$ cat config.mk
export PLATFORM = sky130hd
export DESIGN_NAME = fp_mul_seq_flat
export DESIGN_NICKNAME = d
export VERILOG_FILES = /design/src/rtl/fp_mul_seq_if.sv /design/src/rtl/fp_mul_seq.sv /design/src/flat_wrapper.sv
export SDC_FILE = /design/constraint.sdc
export NUM_CORES = 1
export LEC_CHECK = 0
export CORE_MARGIN = 2
export CORE_UTILIZATION = 30
export DETAILED_ROUTE_END_ITERATION = 10
export PLACE_DENSITY = 0.59
export SLEW_MARGIN = 40
export SYNTH_ARGS = -nofsm -noshare
export SYNTH_HDL_FRONTEND = slang
export SYNTH_SLANG_ARGS = --single-unit
export TNS_END_PERCENT = 10
$ cat constraint.sdc
create_clock -name clk -period 4.27 [get_ports clk]
set_input_delay 0.6405 -clock clk [delete_from_list [all_inputs] [get_ports clk]]
set_output_delay 0.6405 -clock clk [all_outputs]
set_load 0.005 [all_outputs]
$ cat src/rtl/fp_mul_seq_if.sv
// fp_mul_seq_if: operand/result handshake bundle for the sequential FP multiplier.
// master drives operands and out_ready; slave (the multiplier) drives in_ready and results.
interface fp_mul_seq_if #(
  parameter int unsigned NEXP = 5,
  parameter int unsigned NSIG = 10
);
  logic                   in_valid;
  logic                   in_ready;
  logic                   a_sign;
  logic                   b_sign;
  logic signed [NEXP+1:0] a_exp;
  logic signed [NEXP+1:0] b_exp;
  logic [NSIG:0]          a_sig;
  logic [NSIG:0]          b_sig;
  logic [5:0]             a_flags;
  logic [5:0]             b_flags;
  logic                   out_valid;
  logic                   out_ready;
  logic [NEXP+NSIG:0]     out_p;
  logic [3:0]             out_exc;

  modport master (
    output in_valid, a_sign, b_sign, a_exp, b_exp, a_sig, b_sig, a_flags, b_flags, out_ready,
    input  in_ready, out_valid, out_p, out_exc
  );

  modport slave (
    input  in_valid, a_sign, b_sign, a_exp, b_exp, a_sig, b_sig, a_flags, b_flags, out_ready,
    output in_ready, out_valid, out_p, out_exc
  );
endinterface

$ cat src/rtl/fp_mul_seq.sv
// fp_mul_seq: sequential IEEE-754 multiplier, one multiplier bit per cycle (shift-add),
// followed by a single-cycle normalize / round-to-nearest-even / pack stage.
// Build option: define FP_MUL_SUBNORMAL_EN to denormalize tiny results; otherwise tiny
// results flush to signed zero.
module fp_mul_seq #(
  parameter int unsigned NEXP = 5,
  parameter int unsigned NSIG = 10
) (
  input logic         clk,
  input logic         rst,
  fp_mul_seq_if.slave bus
);

  localparam int unsigned ProdW = 2 * NSIG + 2;
  localparam int unsigned ExpW  = NEXP + 3;
  // One extra bit so normalization and rounding increments never wrap.
  localparam int unsigned NrmW  = ExpW + 1;
  localparam int unsigned OutW  = NEXP + NSIG + 1;
  localparam int unsigned CntW  = $clog2(NSIG + 1);
  localparam int          Bias  = (1 << (NEXP - 1)) - 1;

  localparam logic signed [NrmW-1:0] EMax = NrmW'(Bias);
  localparam logic signed [NrmW-1:0] EMin = NrmW'(1 - Bias);
  localparam logic signed [NrmW-1:0] EBias = NrmW'(Bias);
  localparam logic signed [NrmW-1:0] EOne = NrmW'(1);

  localparam int unsigned FlagSnan = 5;
  localparam int unsigned FlagQnan = 4;
  localparam int unsigned FlagInf  = 3;
  localparam int unsigned FlagZero = 2;

  localparam logic [1:0] StIdle = 2'd0;
  localparam logic [1:0] StMul  = 2'd1;
  localparam logic [1:0] StNorm = 2'd2;
  localparam logic [1:0] StDone = 2'd3;

  localparam logic [OutW-1:0] QNaN = {1'b0, {NEXP{1'b1}}, 1'b1, {(NSIG - 1){1'b0}}};

  logic [1:0]             state_q, state_d;
  logic                   sign_a_q, sign_a_d, sign_b_q, sign_b_d;
  logic signed [NEXP+1:0] exp_a_q, exp_a_d, exp_b_q, exp_b_d;
  logic [5:0]             flags_a_q, flags_a_d, flags_b_q, flags_b_d;
  logic [ProdW-1:0]       mcand_q, mcand_d, prod_q, prod_d;
  logic [NSIG:0]          mplier_q, mplier_d;
  logic [CntW-1:0]        cnt_q, cnt_d;
  logic                   wait_q, wait_d;
  logic [OutW-1:0]        out_p_q, out_p_d;
  logic [3:0]             out_exc_q, out_exc_d;

  logic            in_special;
  logic            nan_any, snan_any, inf_any, zero_any, inf_zero, sign_r;
  logic [OutW-1:0] res_p;
  logic [3:0]      res_exc;

  logic signed [ExpW-1:0] e_sum;
  logic signed [NrmW-1:0] e_norm, e_rnd, e_biased;
  logic [ProdW-1:0]       n, shifted;
  logic [NSIG:0]          sig, sig_fin;
  logic [NSIG+1:0]        sig_rnd;
  logic                   lost, tiny, guard, sticky, round_up, carry, inexact;
`ifdef FP_MUL_SUBNORMAL_EN
  logic [NrmW-1:0]        sh;
`endif

  logic unused_bits;
  assign unused_bits = ^{flags_a_q[1:0], flags_b_q[1:0], e_biased[NrmW-1:NEXP], sig_fin[NSIG]};

  assign in_special = |{bus.a_flags[FlagSnan:FlagZero], bus.b_flags[FlagSnan:FlagZero]};

  assign bus.in_ready  = (state_q == StIdle);
  assign bus.out_valid = (state_q == StDone);
  assign bus.out_p     = out_p_q;
  assign bus.out_exc   = out_exc_q;

  // Operand classification for the special-value bypass.
  always_comb begin
    snan_any = flags_a_q[FlagSnan] | flags_b_q[FlagSnan];
    nan_any  = snan_any | flags_a_q[FlagQnan] | flags_b_q[FlagQnan];
    inf_any  = flags_a_q[FlagInf] | flags_b_q[FlagInf];
    zero_any = flags_a_q[FlagZero] | flags_b_q[FlagZero];
    inf_zero = (flags_a_q[FlagInf] & flags_b_q[FlagZero]) |
               (flags_a_q[FlagZero] & flags_b_q[FlagInf]);
    sign_r   = sign_a_q ^ sign_b_q;
  end

  // Normalize, optionally denormalize, round to nearest-even and pick the packed result.
  always_comb begin
    e_sum  = $signed({exp_a_q[NEXP+1], exp_a_q}) + $signed({exp_b_q[NEXP+1], exp_b_q});
    n      = prod_q[ProdW-1] ? prod_q : (prod_q << 1);
    e_norm = $signed({e_sum[ExpW-1], e_sum}) + (prod_q[ProdW-1] ? EOne : '0);
    tiny   = (e_norm < EMin);
`ifdef FP_MUL_SUBNORMAL_EN
    sh      = tiny ? NrmW'(EMin - e_norm) : '0;
    shifted = n >> sh;
    // Anything shifted past the bottom only matters as sticky.
    lost    = ((shifted << sh) != n);
`else
    shifted = n;
    lost    = 1'b0;
`endif
    sig      = shifted[ProdW-1 -: NSIG+1];
    guard    = shifted[NSIG];
    sticky   = (|shifted[NSIG-1:0]) | lost;
    round_up = guard & (sticky | sig[0]);
    sig_rnd  = {1'b0, sig} + {{(NSIG + 1){1'b0}}, round_up};
    carry    = sig_rnd[NSIG+1];
    sig_fin  = carry ? sig_rnd[NSIG+1:1] : sig_rnd[NSIG:0];
    e_rnd    = carry ? e_norm + EOne : e_norm;
    e_biased = e_rnd + EBias;
    inexact  = guard | sticky;

    res_p   = '0;
    res_exc = '0;
    if (nan_any || inf_zero) begin
      res_p   = QNaN;
      res_exc = {snan_any | inf_zero, 3'b000};
    end else if (inf_any) begin
      res_p = {sign_r, {NEXP{1'b1}}, {NSIG{1'b0}}};
    end else if (zero_any) begin
      res_p = {sign_r, {(OutW - 1){1'b0}}};
    end else if (tiny) begin
`ifdef FP_MUL_SUBNORMAL_EN
      // A round-up into the hidden bit lands exactly on the minimum normal (exp field 1).
      res_p   = {sign_r, {(NEXP - 1){1'b0}}, sig_fin[NSIG], sig_fin[NSIG-1:0]};
      res_exc = {2'b00, inexact, inexact};
`else
      res_p   = {sign_r, {(OutW - 1){1'b0}}};
      res_exc = 4'b0011;
`endif
    end else if (e_rnd > EMax) begin
      res_p   = {sign_r, {NEXP{1'b1}}, {NSIG{1'b0}}};
      res_exc = 4'b0101;
    end else begin
      res_p   = {sign_r, e_biased[NEXP-1:0], sig_fin[NSIG-1:0]};
      res_exc = {3'b000, inexact};
    end
  end

  // FSM next state and datapath register updates.
  always_comb begin
    state_d   = state_q;
    sign_a_d  = sign_a_q;
    sign_b_d  = sign_b_q;
    exp_a_d   = exp_a_q;
    exp_b_d   = exp_b_q;
    flags_a_d = flags_a_q;
    flags_b_d = flags_b_q;
    mcand_d   = mcand_q;
    mplier_d  = mplier_q;
    prod_d    = prod_q;
    cnt_d     = cnt_q;
    wait_d    = wait_q;
    out_p_d   = out_p_q;
    out_exc_d = out_exc_q;
    case (state_q)
      StIdle: begin
        if (bus.in_valid) begin
          sign_a_d  = bus.a_sign;
          sign_b_d  = bus.b_sign;
          exp_a_d   = bus.a_exp;
          exp_b_d   = bus.b_exp;
          flags_a_d = bus.a_flags;
          flags_b_d = bus.b_flags;
          mcand_d   = {{(ProdW - NSIG - 1){1'b0}}, bus.a_sig};
          mplier_d  = bus.b_sig;
          prod_d    = '0;
          cnt_d     = '0;
          // Specials idle one cycle in NORM so they complete on the second edge.
          wait_d    = in_special;
          state_d   = in_special ? StNorm : StMul;
        end
      end
      StMul: begin
        if (mplier_q[0]) prod_d = prod_q + mcand_q;
        mcand_d  = mcand_q << 1;
        mplier_d = mplier_q >> 1;
        cnt_d    = cnt_q + CntW'(1);
        if (cnt_q == CntW'(NSIG)) state_d = StNorm;
      end
      StNorm: begin
        if (wait_q) begin
          wait_d = 1'b0;
        end else begin
          out_p_d   = res_p;
          out_exc_d = res_exc;
          state_d   = StDone;
        end
      end
      StDone: begin
        if (bus.out_ready) state_d = StIdle;
      end
      default: state_d = StIdle;
    endcase
  end

  // State registers with synchronous reset.
  always_ff @(posedge clk) begin
    if (rst) begin
      state_q   <= StIdle;
      sign_a_q  <= 1'b0;
      sign_b_q  <= 1'b0;
      exp_a_q   <= '0;
      exp_b_q   <= '0;
      flags_a_q <= '0;
      flags_b_q <= '0;
      mcand_q   <= '0;
      mplier_q  <= '0;
      prod_q    <= '0;
      cnt_q     <= '0;
      wait_q    <= 1'b0;
      out_p_q   <= '0;
      out_exc_q <= '0;
    end else begin
      state_q   <= state_d;
      sign_a_q  <= sign_a_d;
      sign_b_q  <= sign_b_d;
      exp_a_q   <= exp_a_d;
      exp_b_q   <= exp_b_d;
      flags_a_q <= flags_a_d;
      flags_b_q <= flags_b_d;
      mcand_q   <= mcand_d;
      mplier_q  <= mplier_d;
      prod_q    <= prod_d;
      cnt_q     <= cnt_d;
      wait_q    <= wait_d;
      out_p_q   <= out_p_d;
      out_exc_q <= out_exc_d;
    end
  end

endmodule

$ cat src/flat_wrapper.sv
// flat-port wrapper written by rule: the top's interface ports become plain ports
module fp_mul_seq_flat 
#(
  parameter int unsigned NEXP = 5,
  parameter int unsigned NSIG = 10
)
  (clk, rst, bus_in_valid, bus_a_sign, bus_b_sign, bus_a_exp, bus_b_exp, bus_a_sig, bus_b_sig, bus_a_flags, bus_b_flags, bus_out_ready, bus_in_ready, bus_out_valid, bus_out_p, bus_out_exc);
  fp_mul_seq_if #(.NEXP(NEXP), .NSIG(NSIG)) bus_i ();
  input logic clk;
  input logic rst;
  input wire logic [$bits(bus_i.in_valid)-1:0] bus_in_valid;
  input wire logic [$bits(bus_i.a_sign)-1:0] bus_a_sign;
  input wire logic [$bits(bus_i.b_sign)-1:0] bus_b_sign;
  input wire logic [$bits(bus_i.a_exp)-1:0] bus_a_exp;
  input wire logic [$bits(bus_i.b_exp)-1:0] bus_b_exp;
  input wire logic [$bits(bus_i.a_sig)-1:0] bus_a_sig;
  input wire logic [$bits(bus_i.b_sig)-1:0] bus_b_sig;
  input wire logic [$bits(bus_i.a_flags)-1:0] bus_a_flags;
  input wire logic [$bits(bus_i.b_flags)-1:0] bus_b_flags;
  input wire logic [$bits(bus_i.out_ready)-1:0] bus_out_ready;
  output wire logic [$bits(bus_i.in_ready)-1:0] bus_in_ready;
  output wire logic [$bits(bus_i.out_valid)-1:0] bus_out_valid;
  output wire logic [$bits(bus_i.out_p)-1:0] bus_out_p;
  output wire logic [$bits(bus_i.out_exc)-1:0] bus_out_exc;
  assign bus_i.in_valid = bus_in_valid;
  assign bus_i.a_sign = bus_a_sign;
  assign bus_i.b_sign = bus_b_sign;
  assign bus_i.a_exp = bus_a_exp;
  assign bus_i.b_exp = bus_b_exp;
  assign bus_i.a_sig = bus_a_sig;
  assign bus_i.b_sig = bus_b_sig;
  assign bus_i.a_flags = bus_a_flags;
  assign bus_i.b_flags = bus_b_flags;
  assign bus_i.out_ready = bus_out_ready;
  assign bus_in_ready = bus_i.in_ready;
  assign bus_out_valid = bus_i.out_valid;
  assign bus_out_p = bus_i.out_p;
  assign bus_out_exc = bus_i.out_exc;
  fp_mul_seq #(.NEXP(NEXP), .NSIG(NSIG)) u_core (.clk(clk), .rst(rst), .bus(bus_i));
endmodule
# [Yosys cells after proc, flatten, opt, wreduce, memory -nomap -nowiden]
# Index checks and enable logic that the tools add are counted.
[op_classes] add_sub_neg=7 n_mul=0 div_mod_pow=0 n_lt_le_gt_ge=2 eq_ne=9 n_shift=0 n_mux=31 bitwise_logic=14 n_reduce_logical=12
[ops] op="22-bit 2-to-1 mux" count=4
[ops] op="22-bit one-hot mux with 2 select lines" count=2
[ops] op="15-bit 2-to-1 mux" count=4
[ops] op="22-bit adder" count=1
[ops] op="11-bit one-hot mux with 2 select lines" count=1
[ops] op="4-bit 2-to-1 mux" count=5
[ops] op="16-bit 2-to-1 mux" count=1
[ops] op="11-bit by 1-bit adder with 12-bit output" count=1
[ops] op="11-bit 2-to-1 mux" count=1
[ops] op="10-bit 2-to-1 mux" count=1
[ops] op="2-bit 2-to-1 mux" count=5
[ops] op="10-bit OR reduction" count=1
[ops] op="9-bit by 2-bit adder with 9-bit output, second input constant" count=1
[ops] op="9-bit adder" count=1
[ops] op="9-bit by 5-bit greater-than comparator with 1-bit output, second input constant" count=1
[ops] op="9-bit by 5-bit less-than comparator with 1-bit output, second input constant" count=1
[ops] op="9-bit 2-to-1 mux" count=1
[ops] op="1-bit OR" count=9
[ops] op="7-bit by 7-bit adder with 8-bit output" count=1
[ops] op="2-bit one-hot mux with 4 select lines" count=1
[ops] op="4-bit one-hot mux with 2 select lines" count=1
[ops] op="2-bit AND reduction" count=4
[ops] op="8-bit OR reduction" count=1
[ops] op="2-bit inequality test, second input constant" count=3
[ops] op="17 further kinds" count=23
[word_totals] register_bits=110 latch_bits=0 ramBits=0 rom_bits=0 in_bits=54 out_inout_bits=22 mem_count=0

# [Logic depth before layout (Yosys ltp)]
[depth] ltp_word=12 mapped_depth=21 ltp_nobuf=16

# [Worst setup path after synthesis]
# No wires, ideal clock.
[synth_path] path_type="flip-flop to flip-flop" startpoint="register u_core.prod_q[21]" endpoint="register u_core.out_p_q[2] (netlist: u_core.bus.out_p[2])" setup_time_ns=0.136 arrival_time_ns=3.903 t_required_ns=4.134 path_slack_ns=0.232 path_stages_with_launch=21 path_buffers=6 period_less_slack_ns=4.038 path_cell_list="dfxtp_1 -> buf_4 -> clkbuf_1 -> buf_1 -> mux2i_1 -> a21oi_1 -> ha_1 -> nand4_1 -> or4_1 -> buf_2 -> or2_2 -> clkbuf_1 -> mux2i_1 -> inv_1 -> ha_1 -> a211oi_1 -> nor2_1 -> a32o_2 -> nand3_2 -> buf_6 -> o41ai_4"
[synth_between] elab_chain_cells=12 elab_cells_between_ends=17
[synth_rtl] item="start, declared" line_no="fp_mul_seq.sv:43" text="logic [ProdW-1:0] mcand_q, mcand_d, prod_q, prod_d;"
[synth_rtl] item="start signal, assigned" line_no="fp_mul_seq.sv:223" text="prod_q <= prod_d;"
[synth_rtl] item="branches (longest 8 deep; another with 9-bit adder)"
[synth_rtl] item="15-bit 2-to-1 mux (*)" line_no="fp_mul_seq.sv:121" text="end else if (tiny) begin"
[synth_rtl] item="15-bit 2-to-1 mux (*)" line_no="fp_mul_seq.sv:119" text="end else if (zero_any) begin"
[synth_rtl] item="15-bit 2-to-1 mux (*)" line_no="fp_mul_seq.sv:117" text="end else if (inf_any) begin"
[synth_rtl] item="16-bit 2-to-1 mux (*)" line_no="fp_mul_seq.sv:114" text="if (nan_any || inf_zero) begin"
[synth_rtl] item="end signal, assigned" line_no="fp_mul_seq.sv:226" text="out_p_q <= out_p_d;"
[synth_rtl] item="end, declared" line_no="fp_mul_seq.sv:47" text="logic [OutW-1:0] out_p_q, out_p_d;"
# Every way passes the cells marked *.
# A chain may end at the register's enable or synchronous reset.

# [Worst setup path after layout]
[layout_path] startpoint="register u_core.prod_q[21]" endpoint="register u_core.out_p_q[3] (netlist: u_core.bus.out_p[3])"
# Same word-level chain as after synthesis.

==> impl_metrics.ini <==
[run_status]
status = finished, final reports clean

[layout]
drive_above_1_share_pct = 6.55
final_common_cell = dfxtp_1
final_cell_mix = dfxtp_1 (105), nand2_1 (96), nor2_1 (89)
design_area_mm2 = 0.00773
n_antenna_cell = 0
fillers = 2232
fin_nets = 932
area_growth_syn_to_layout_pct = 19.3

[worst_hold_path]
min-delay-start = u_core.bus.out_p[6]
holdPathStages = 2
min_to = u_core.bus.out_p[6]
hold_class = flop to flop

[critical_path]
rrSetupSlack_ns = 0.36
cp_max_fo = 11
path_delay_family = simple AND/OR/NAND/NOR gates
timing.rr.start = u_core.prod_q[21]
cp_slowest_cell = or4_1
path_cells = a211oi_1, nand2_1, nor4_1, buf_4, a21oi_1, ha_1, nand4_1, or4_1, nor2_1, xnor2_1, inv_1, ha_1, a211oi_1, nor2_1, a32o_2, nand3_2, o21ai_0
slowest_delay_ns = 0.57
crit_buf_inv = 2
startpoint_type = flop
worstSetupPathType = flop to flop
r2r_cells = 17
cp.required_ns = 4.51
endpoint_kind = flop
arrival_ns = 4.14
reg2reg_to = u_core.bus.out_p[3]

[cts]
insertion_delay_ns = 0.36
post_cts_buffers = 0
cts_buffers = 9
cts_root_buf = clkbuf_16
cts_tree = yes
clock_sinks = 106
path_clk_slew_ns = 0.07
htree_levels = 3
cts.path.max_buffers = 2
cts_resized = 0
cts_hold_buffers = 0

[timing]
finalSetupTns_ns = 0
period_minus_slack_ns = 3.91
timing.final.hold_violations = 0
drv_slew = 0
layout_worst_path_cycle_share_pct = 91.5
skew_ns = 0.00649
relSlewSlack_pct = 46.7
finalSetupViolCount = 0
max_slew.worst_pin.slew_ns = 0.799
fmax_mhz = 256

[power]
switchingPower_mw = 1.42
total_power_mw = 3.58
pwr-share-seq_pct = 35.9
clockPowerShare_pct = 22.7
power.density_mw_per_mm2 = 463
p_sw_share_pct = 39.8
p_int_mw = 2.16
power.leakage_nw = 2.91
power_frac_comb_pct = 41.4
vdd_drop_max_uv = 196

[global_routing]
antenna_found_initial = 0
grt_usage_pct = 14.2
grt-ovfl-total = 0
grt_max_degree = 54
grt_pass1_vias = 5409
grt_pass1_wl_um = 26400

[place]
dpl_cell_area_mm2 = 0.00745
hpwl_um = 11700
port_buffers = 71
place_congestion = 0.837

[floorplan]
num_io_pins = 76
floorplan.initialDensity_pct = 30.7
std_cell_rows = 53
coreArea_mm2 = 0.0211
die_x_um = 151
die_area_mm2 = 0.0228
die_h_um = 151

[synth]
syn_nets = 881
netlist_instances = 784
yosysSeqAreaShare_pct = 32.7
yosys.area.top_type = dfxtp_1
synthFlopType = dfxtp_1
async_reset_ff_share_pct = 0
avgSynthCellArea_um2 = 8.27
synth-edff-count = 0
synth-seq-cells = 106
yosysTopAreaCellShare_pct = 32.7
syn_area_mm2 = 0.00648
yosysUniqueCellTypes = 77
ys_top_cells_by_area = dfxtp_1 (33%), ha_1 (7.9%), nand2_1 (5.6%)
yosysWarnings = 0

[detailed_routing]
totalWireLength_um = 16000
wl_per_cell_um = 14.4
vias_per_cell = 5.23
first_pass_iters = 4
drtIter0Drc = 321
vias = 5827
drc_errors = 0
ant_nets = 0

[flow_run]
cap_viol_max_count = 0
-- stage by stage --
stage / instances / util, % / setup WS [ns] / hold slack, ns
floorplan: 784 / - / 0.232 / 0.436
global placement: 1099 / 35.3 / 0.380 / 0.436
detailed placement: 1099 / 35.3 / 0.256 / 0.442
CTS: 1115 / 36.6 / 0.244 / 0.452
global route: 1115 / 36.7 / -0.0133 / 0.477
finish: 1115 / 36.7 / 0.364 / 0.445
-- Yosys cell counts (5+ instances only) --
master	instances
a21o_1	7
nand2_1	96
a311oi_1	5
or2_2	5
o221a_2	5
o21ai_0	27
nand2b_1	6
nor2_1	89
mux2i_1	33
nor2b_1	7
o211ai_1	6
xnor2_1	19
xor2_1	15
ha_1	41
nand3_1	14
a22oi_1	33
or3_1	6
buf_1	6
nand4_1	9
dfxtp_1	106
a21oi_1	56
a211oi_1	30
clkbuf_1	31
or4_1	6
o21ai_1	5
inv_1	21
nor3_1	11
-- metal layers --
layer	GRT usage, %	share of wire (%)
met3	3.34	4.1
met2	23.0	46
met5	0	0
met1	19.3	49
met4	2.85	1.0
-- cell families (layout without fill, tap and decap cells) --
kind of cell | count (synthesis) | in the layout | share of synthesized area, %
AO/OA/AOI/OAI | 223 | 223 | 24.3
XOR/XNOR | 35 | 35 | 4.96
adder cells (fa/ha/maj) | 43 | 43 | 8.53
buffers and inverters | 63 | 119 | 3.88
flip-flops | 106 | 106 | 32.7
multiplexers | 35 | 35 | 5.44
AND/OR/NAND/NOR | 279 | 279 | 20.2
-- flip-flops by register name (all words and copies together) (netlist names), 2 cells and up --
signal	cells
u_core.bus.out_p	16
u_core.mcand_q	22
u_core.mplier_q	11
u_core.bus.out_exc	4
u_core.flags_b_q	4
u_core.exp_b_q	7
u_core.cnt_q	4
u_core.flags_a_q	4
u_core.exp_a_q	7
u_core.prod_q	22
u_core.state_q	2
-- power groups by stage --
stage / Combinational (mW) / Sequential, mW / Clock (mW)
6_report: 1.48 / 1.29 / 0.814
5_1_grt: 1.68 / 1.32 / 0.882
4_1_cts: 1.49 / 1.29 / 0.838
3_5_place_dp: 1.49 / 1.31 / 0
3_3_place_gp: 1.47 / 1.31 / 0
2_1_floorplan: 1.09 / 1.27 / 0
-- worst min-delay path: stages (launching register included) --
cell and delay [ns]:
dfxtp_1 0.31, nand2_1 0.05, o21ai_1 0.05
-- layout make-up --
cell class / count / area, um2 / share of cell area, %
multi-input cells: 615 / 4120 / 53.3
flip-flops and latches: 106 / 2120 / 27.5
repair buffers: 82 / 791 / 10.2
well taps: 275 / 344 / 4.45
clock buffers: 9 / 225 / 2.91
inverters: 21 / 78.8 / 1.02
clock inverters: 7 / 53.8 / 0.696
-- how the worst max path moves through the flow --
stage	slack (ns)	cells past startpoint	startpoint	endpoint
after floorplan	0.23	20	u_core.prod_q[21]	u_core.bus.out_p[2]
final	0.36	17	u_core.prod_q[21]	u_core.bus.out_p[3]
after global placement	0.38	17	u_core.prod_q[21]	u_core.bus.out_exc[0]
after detailed placement	0.26	17	u_core.prod_q[21]	u_core.bus.out_p[3]
after global routing	-0.01	17	u_core.prod_q[4]	u_core.bus.out_p[7]
after CTS	0.24	17	u_core.prod_q[21]	u_core.bus.out_p[8]
Power figures use the tool's default switching activity.
